--- config.mk ---
export PLATFORM = sky130hd
export DESIGN_NAME = bcd_counter_3d
export DESIGN_NICKNAME = d
export VERILOG_FILES = /design/src/rtl/bcd_pkg.sv /design/src/rtl/bcd_digit.sv /design/src/rtl/bcd_counter_3d.sv
export SDC_FILE = /design/constraint.sdc
export NUM_CORES = 1
export LEC_CHECK = 0
export BUFFER_PORTS_ARGS = -buffer_cell sky130_fd_sc_hd__buf_2
export CELL_PAD_IN_SITES_DETAIL_PLACEMENT = 1
export CELL_PAD_IN_SITES_GLOBAL_PLACEMENT = 1
export CORE_ASPECT_RATIO = 1.1
export CORE_MARGIN = 2
export CORE_UTILIZATION = 43
export DETAILED_ROUTE_END_ITERATION = 6
export PLACE_DENSITY_LB_ADDON = 0.25
export SYNTH_ARGS = -nofsm -noshare
export SYNTH_HDL_FRONTEND = slang
export SYNTH_HIERARCHICAL = 1
export SYNTH_SLANG_ARGS = --single-unit
export TNS_END_PERCENT = 50
--- constraint.sdc ---
create_clock -name clk -period 2.9 [get_ports clk]
set_clock_uncertainty 0.05 [all_clocks]
set_input_delay 0.145 -clock clk [delete_from_list [all_inputs] [get_ports clk]]
set_output_delay 0.145 -clock clk [all_outputs]
set_load 0.005 [all_outputs]
--- src/rtl/bcd_pkg.sv ---
// Shared definitions for the three-digit BCD counter.
//   BCD_MAX   largest legal BCD digit value
//   BCD_W     width of one BCD digit
//   NDIG      number of digits in the counter
//   bcd_clamp saturates a nibble to the BCD range (min(x, 9))
package bcd_pkg;

  localparam logic [3:0] BCD_MAX = 4'd9;
  localparam int         BCD_W   = 4;
  localparam int         NDIG    = 3;

  function automatic logic [BCD_W-1:0] bcd_clamp(input logic [3:0] x);
    return (x > BCD_MAX) ? BCD_MAX : x;
  endfunction

endpackage

--- src/rtl/bcd_digit.sv ---
// One BCD digit of a chained up/down counter.
// Ports:
//   clk     system clock, posedge
//   rst     synchronous reset, active-high (q -> 0)
//   clr     synchronous clear (q -> 0)
//   load    load the clamped load_d into q
//   load_d  digit value to load; nibbles above 9 load as 9
//   step    advance one BCD step this cycle
//   up      1 = increment, 0 = decrement
//   q       registered digit value, always 0..9
//   co      combinational carry/borrow: step and q at its roll-over value
module bcd_digit
  import bcd_pkg::*;
(
  input  logic             clk,
  input  logic             rst,
  input  logic             clr,
  input  logic             load,
  input  logic [BCD_W-1:0] load_d,
  input  logic             step,
  input  logic             up,
  output logic [BCD_W-1:0] q,
  output logic             co
);

  always_ff @(posedge clk) begin
    if (rst) begin
      q <= '0;
    end else if (clr) begin
      q <= '0;
    end else if (load) begin
      q <= bcd_clamp(load_d);
    end else if (step) begin
      if (up) q <= (q == BCD_MAX) ? '0 : q + 4'd1;
      else    q <= (q == '0) ? BCD_MAX : q - 4'd1;
    end
  end

  always_comb begin
    co = step & (up ? (q == BCD_MAX) : (q == '0));
  end

endmodule

--- src/rtl/bcd_counter_3d.sv ---
// Three-digit BCD event/seconds counter (000..999) feeding the 7-segment
// scan driver. A prescaler produces one count tick every PRESCALE enabled
// clock cycles; the count steps one cycle after the tick.
// Optional feature macro: BCD_CNT_UPDOWN_EN (up/down counting via up_dn).
// Ports:
//   clk       system clock, posedge
//   rst       synchronous reset, active-high
//   en        1 = prescaler runs; 0 = prescaler frozen, no ticks
//   clr       synchronous clear of count and prescaler
//   load      load load_val (nibbles clamped to 9), clear prescaler
//   load_val  {hundreds,tens,units} BCD value to load
//   up_dn     count direction (only with BCD_CNT_UPDOWN_EN)
//   digits    {hundreds,tens,units}, registered
//   upd       1-cycle pulse when a new digits value first appears
//   wrap      1-cycle pulse when digits rolls 999->000 (or 000->999 down)
//   tick      1-cycle prescaler tick
module bcd_counter_3d
  import bcd_pkg::*;
#(
  parameter int PRESCALE = 10_000_000
) (
  input  logic        clk,
  input  logic        rst,
  input  logic        en,
  input  logic        clr,
  input  logic        load,
  input  logic [11:0] load_val,
  input  logic        up_dn,
  output logic [11:0] digits,
  output logic        upd,
  output logic        wrap,
  output logic        tick
);

  localparam int PS_W = $clog2(PRESCALE);

  logic [PS_W-1:0]  ps;
  logic [NDIG-1:0]  step;
  logic [NDIG-1:0]  co;
  logic             dir;

`ifdef BCD_CNT_UPDOWN_EN
  assign dir = up_dn;
`else
  logic _unused;
  assign dir     = 1'b1;
  assign _unused = up_dn;
`endif

  always_ff @(posedge clk) begin
    if (rst || clr || load) begin
      ps   <= '0;
      tick <= 1'b0;
    end else if (en) begin
      if (ps == PS_W'(PRESCALE - 1)) begin
        ps   <= '0;
        tick <= 1'b1;
      end else begin
        ps   <= ps + PS_W'(1);
        tick <= 1'b0;
      end
    end else begin
      tick <= 1'b0;
    end
  end

  // Ripple chain: each digit steps on the carry/borrow of the digit below.
  assign step[0] = tick;
  for (genvar i = 1; i < NDIG; i++) begin : g_chain
    assign step[i] = co[i-1];
  end

  for (genvar i = 0; i < NDIG; i++) begin : g_dig
    bcd_digit u_digit (
      .clk    (clk),
      .rst    (rst),
      .clr    (clr),
      .load   (load),
      .load_d (load_val[i*BCD_W +: BCD_W]),
      .step   (step[i]),
      .up     (dir),
      .q      (digits[i*BCD_W +: BCD_W]),
      .co     (co[i])
    );
  end

  // clr/load override a coincident tick, so its carry must not raise wrap.
  always_ff @(posedge clk) begin
    if (rst) begin
      upd  <= 1'b0;
      wrap <= 1'b0;
    end else begin
      upd  <= clr | load | tick;
      wrap <= ~clr & ~load & co[NDIG-1];
    end
  end

endmodule

==> flow_summary_export.csv <==
group,metric,value,unit
global_routing,grt_max_degree,31,
clocking,htreeDepth,2,
timing,fmax,393,MHz
yosys,yosysWarnings,6,
power_and_ir_drop,swShare,0.258,
yosys,async_flop_share,0,
placement,finalWeightedCongestion,0.811,
yosys,synth_cells,300,
yosys,synthSimpleGateAreaFrac,0.319,
final_layout,drive_gt1_frac,0.193,
worst_setup_path,rr_endpoint,"g_dig[2].u_digit/q[3]",
placement,detailed_place_hpwl,4540,um
route,route.vias.total,2335,
outcome,run_status,"completed",
final_layout,num_antenna_cells,0,
timing,hold_violations,0,
timing,timing.final.crit_share,0.879,
route,post_drt_wl_per_cell,15.9,um
die,top_level_ports,33,
die,floorplan.initialDensity,0.442,
power_and_ir_drop,switchingPower,272,uW
clocking,clock-root-buffer,"clkbuf_8",
power_and_ir_drop,clkPwrFrac,0.361,
timing,worstMarginPinSlew,546,ps
power_and_ir_drop,p_per_area,386,nW/um2
yosys,synth_area,2520,um2
global_routing,grt_pass1_vias,2306,
worst_setup_path,worst-endpoint-arrival,2660,ps
worst_hold_path,hold_class,"input pin to flop",
worst_setup_path,path_max_fanout,7,
yosys,synth-compound-area-share,0.185,
timing,setup_viol,0,
yosys,synthXorXnorAreaFrac,0.0730,
worst_hold_path,hold_path_end,"g_dig[1].u_digit/q[3]",
clocking,clk_pin_slew,80,ps
timing,rsz0062_at_grt,"false",
worst_setup_path,worstSetupEndpointType,"flop",
power_and_ir_drop,combPwrFrac,0.108,
yosys,ys.flop_type,"dfxtp_1",
yosys,ys_ff_latch,39,
global_routing,antenna_found_initial,0,
global_routing,grt_usage,0.200,
clocking,worstSkewPairLatency,290,ps
worst_setup_path,cp-start-kind,"flop",
yosys,synth_top_area_cell,"dfxtp_1",
yosys,yosysTopAreaCellShare,0.310,
power_and_ir_drop,ir_drop,187,uV
yosys,synth_cell_types,46,
yosys,synth_top_family_by_area,"simple AND/OR/NAND/NOR gates",
global_routing,grt.overflow.total,0,
worst_setup_path,r2r_slack,350,ps
clocking,post_cts_resized,0,
global_routing,grt_pass1_wl,10700,um
worst_setup_path,path_class,"flop to flop",
worst_hold_path,min_from,"load_val[7]",
final_layout,area_delta_synth_final,8.35,%
yosys,muxShareOfSynthArea,0.0159,
final_layout,final_common_cell,"dfxtp_1",
worst_hold_path,holdPathStages,3,
worst_setup_path,crit_required,3010,ps
die,dieWidth,77.0,um
die,core_area,5700,um2
clocking,cts_tree,"built",
placement,io_buffers,31,
timing,maxSlewHeadroom,0.636,
yosys,syn_avg_cell_area,8.40,um2
route,drt_iter0_drc,128,
timing,fin_setup_tns,0,ps
route,drcViolationCount,0,
clocking,cts_setup_buffers,0,
timing,holdWs,90.6,ps
timing,min_period,2550,ps
power_and_ir_drop,p_leak,0.972,nW
route,ant_nets,0,
route,drt_wl_total,6350,um
yosys,synth_edf_count,0,
yosys,ys_seq_area_frac,0.310,
power_and_ir_drop,internal_power,780,uW
clocking,clkSinkCount,39,
worst_setup_path,r2r_cells,8,
final_layout,num-nets-final,341,
clocking,cts_buffers,5,
timing,slew_violations,0,
yosys,yosys-top-cells-area,"dfxtp_1 31%, xor2_1 5.9%, a21oi_1 3.4%",
yosys,synth_adder_area_share,0.00497,
die,die_y,84.3,um
job,cap_violations,0,
final_layout,final_cell_mix,"39 x dfxtp_1, 31 x buf_2",
worst_setup_path,r2r-start,"g_dig[0].u_digit/q[1]",
route,drt-pass1-iter-count,4,
die,die_area,6490,um2
power_and_ir_drop,seqPwrFrac,0.532,
die,rows,29,
route,vias_per_cell,5.85,
clocking,clockBufferDepth,2,
clocking,holdBufCountCts,0,
==> stage by stage <==
step                      power [mW]  area, um2  utilization  instances  setup WS (ps)
after floorplan                0.648       2530            -        302            237
after global placement         0.679       2640        0.464        392            388
after detailed placement       0.682       2640        0.464        392            350
after CTS                       1.06       2730        0.479        399            332
after global routing            1.10       2730        0.479        399            160
final                           1.05       2730        0.479        399            352
==> flip-flops by register name, indices dropped and copies added (netlist names) <==
signal	count
ps	24
upd	1
tick	1
g_dig.u_digit/q	12
wrap	1
==> synthesized netlist by cell type, types with 2 or more instances <==
master and number:
a2111oi_2 3, a21boi_0 3, a21oi_1 17, a22oi_1 3, a311oi_1 9, and2_1 5
and2b_2 6, and3_1 5, and4_1 4, buf_2 4, buf_4 9, buf_6 7
clkbuf_1 4, dfxtp_1 39, inv_1 12, mux2i_1 4, nand2_1 17, nand3_1 15
nand3b_1 3, nand4_1 8, nand4b_1 4, nor2_1 17, nor3_1 12, nor4_1 6
nor4b_1 2, o21ai_0 13, o21bai_1 3, o221ai_1 3, o22ai_1 6, o31ai_1 7
or3_1 6, or3_4 3, or3b_1 3, or4_1 7, xnor2_1 4, xor2_1 17
==> power by group through the flow <==
stage | sequential, mW | combinational, mW | clock, mW
after global placement | 0.571 | 0.108 | 0
after detailed placement | 0.572 | 0.110 | 0
after CTS | 0.559 | 0.111 | 0.391
after floorplan | 0.565 | 0.0827 | 0
final | 0.560 | 0.113 | 0.380
after global routing | 0.562 | 0.127 | 0.409
==> kinds of logic (layout without fill, tap and decap cells) <==
kind of cell,Yosys count,in the layout
muxes,4,4
buffers and inverters,36,56
AOI/OAI and AO/OA,68,68
adders and majority gates,1,1
other,1,3
xor gates and xnor gates,21,21
and+or+nand+nor,130,130
DFF,39,39
==> worst max path at each step <==
| stage | start | end | slack, ps | cells past startpoint |
|---|---|---|---|---|
| finish | g_dig[0].u_digit/q[1] | g_dig[2].u_digit/q[3] | 350 | 8 |
| global route | g_dig[0].u_digit/q[1] | g_dig[2].u_digit/q[3] | 160 | 8 |
| CTS | g_dig[0].u_digit/q[1] | g_dig[2].u_digit/q[3] | 330 | 8 |
| detailed placement | g_dig[0].u_digit/q[1] | g_dig[2].u_digit/q[3] | 350 | 8 |
| global placement | g_dig[0].u_digit/q[1] | g_dig[2].u_digit/q[3] | 390 | 8 |
| floorplan | tick | g_dig[2].u_digit/q[3] | 240 | 11 |
==> routing by layer <==
layer / vias up / part of all wire / track usage
met5: - / 0 / 0
met4: 0 / 0.0099 / 0.0763
met3: 6 / 0.032 / 0.0323
met2: 31 / 0.51 / 0.346
met1: 1142 / 0.45 / 0.251
li1: 1156 / - / -
==> critical path: stages (launching register included) <==
cell and delay [ps]:
dfxtp_1 380, or3b_1 420, a21oi_1 160, or3b_1 410, a21oi_1 190, inv_1 80
or3_1 370, a311oi_1 310, a2111oi_2 60
==> cell type report <==
cell class	count	area [um2]
Clock buffer	6	82.6
Tap cell	77	96.3
Multi-Input combinational cell	227	1520
Timing Repair Buffer	37	200
Fill cell	726	2970
Sequential cell	39	781
Inverter	12	45.0
Clock inverter	1	5.00
(Power assumes the default switching activity.)
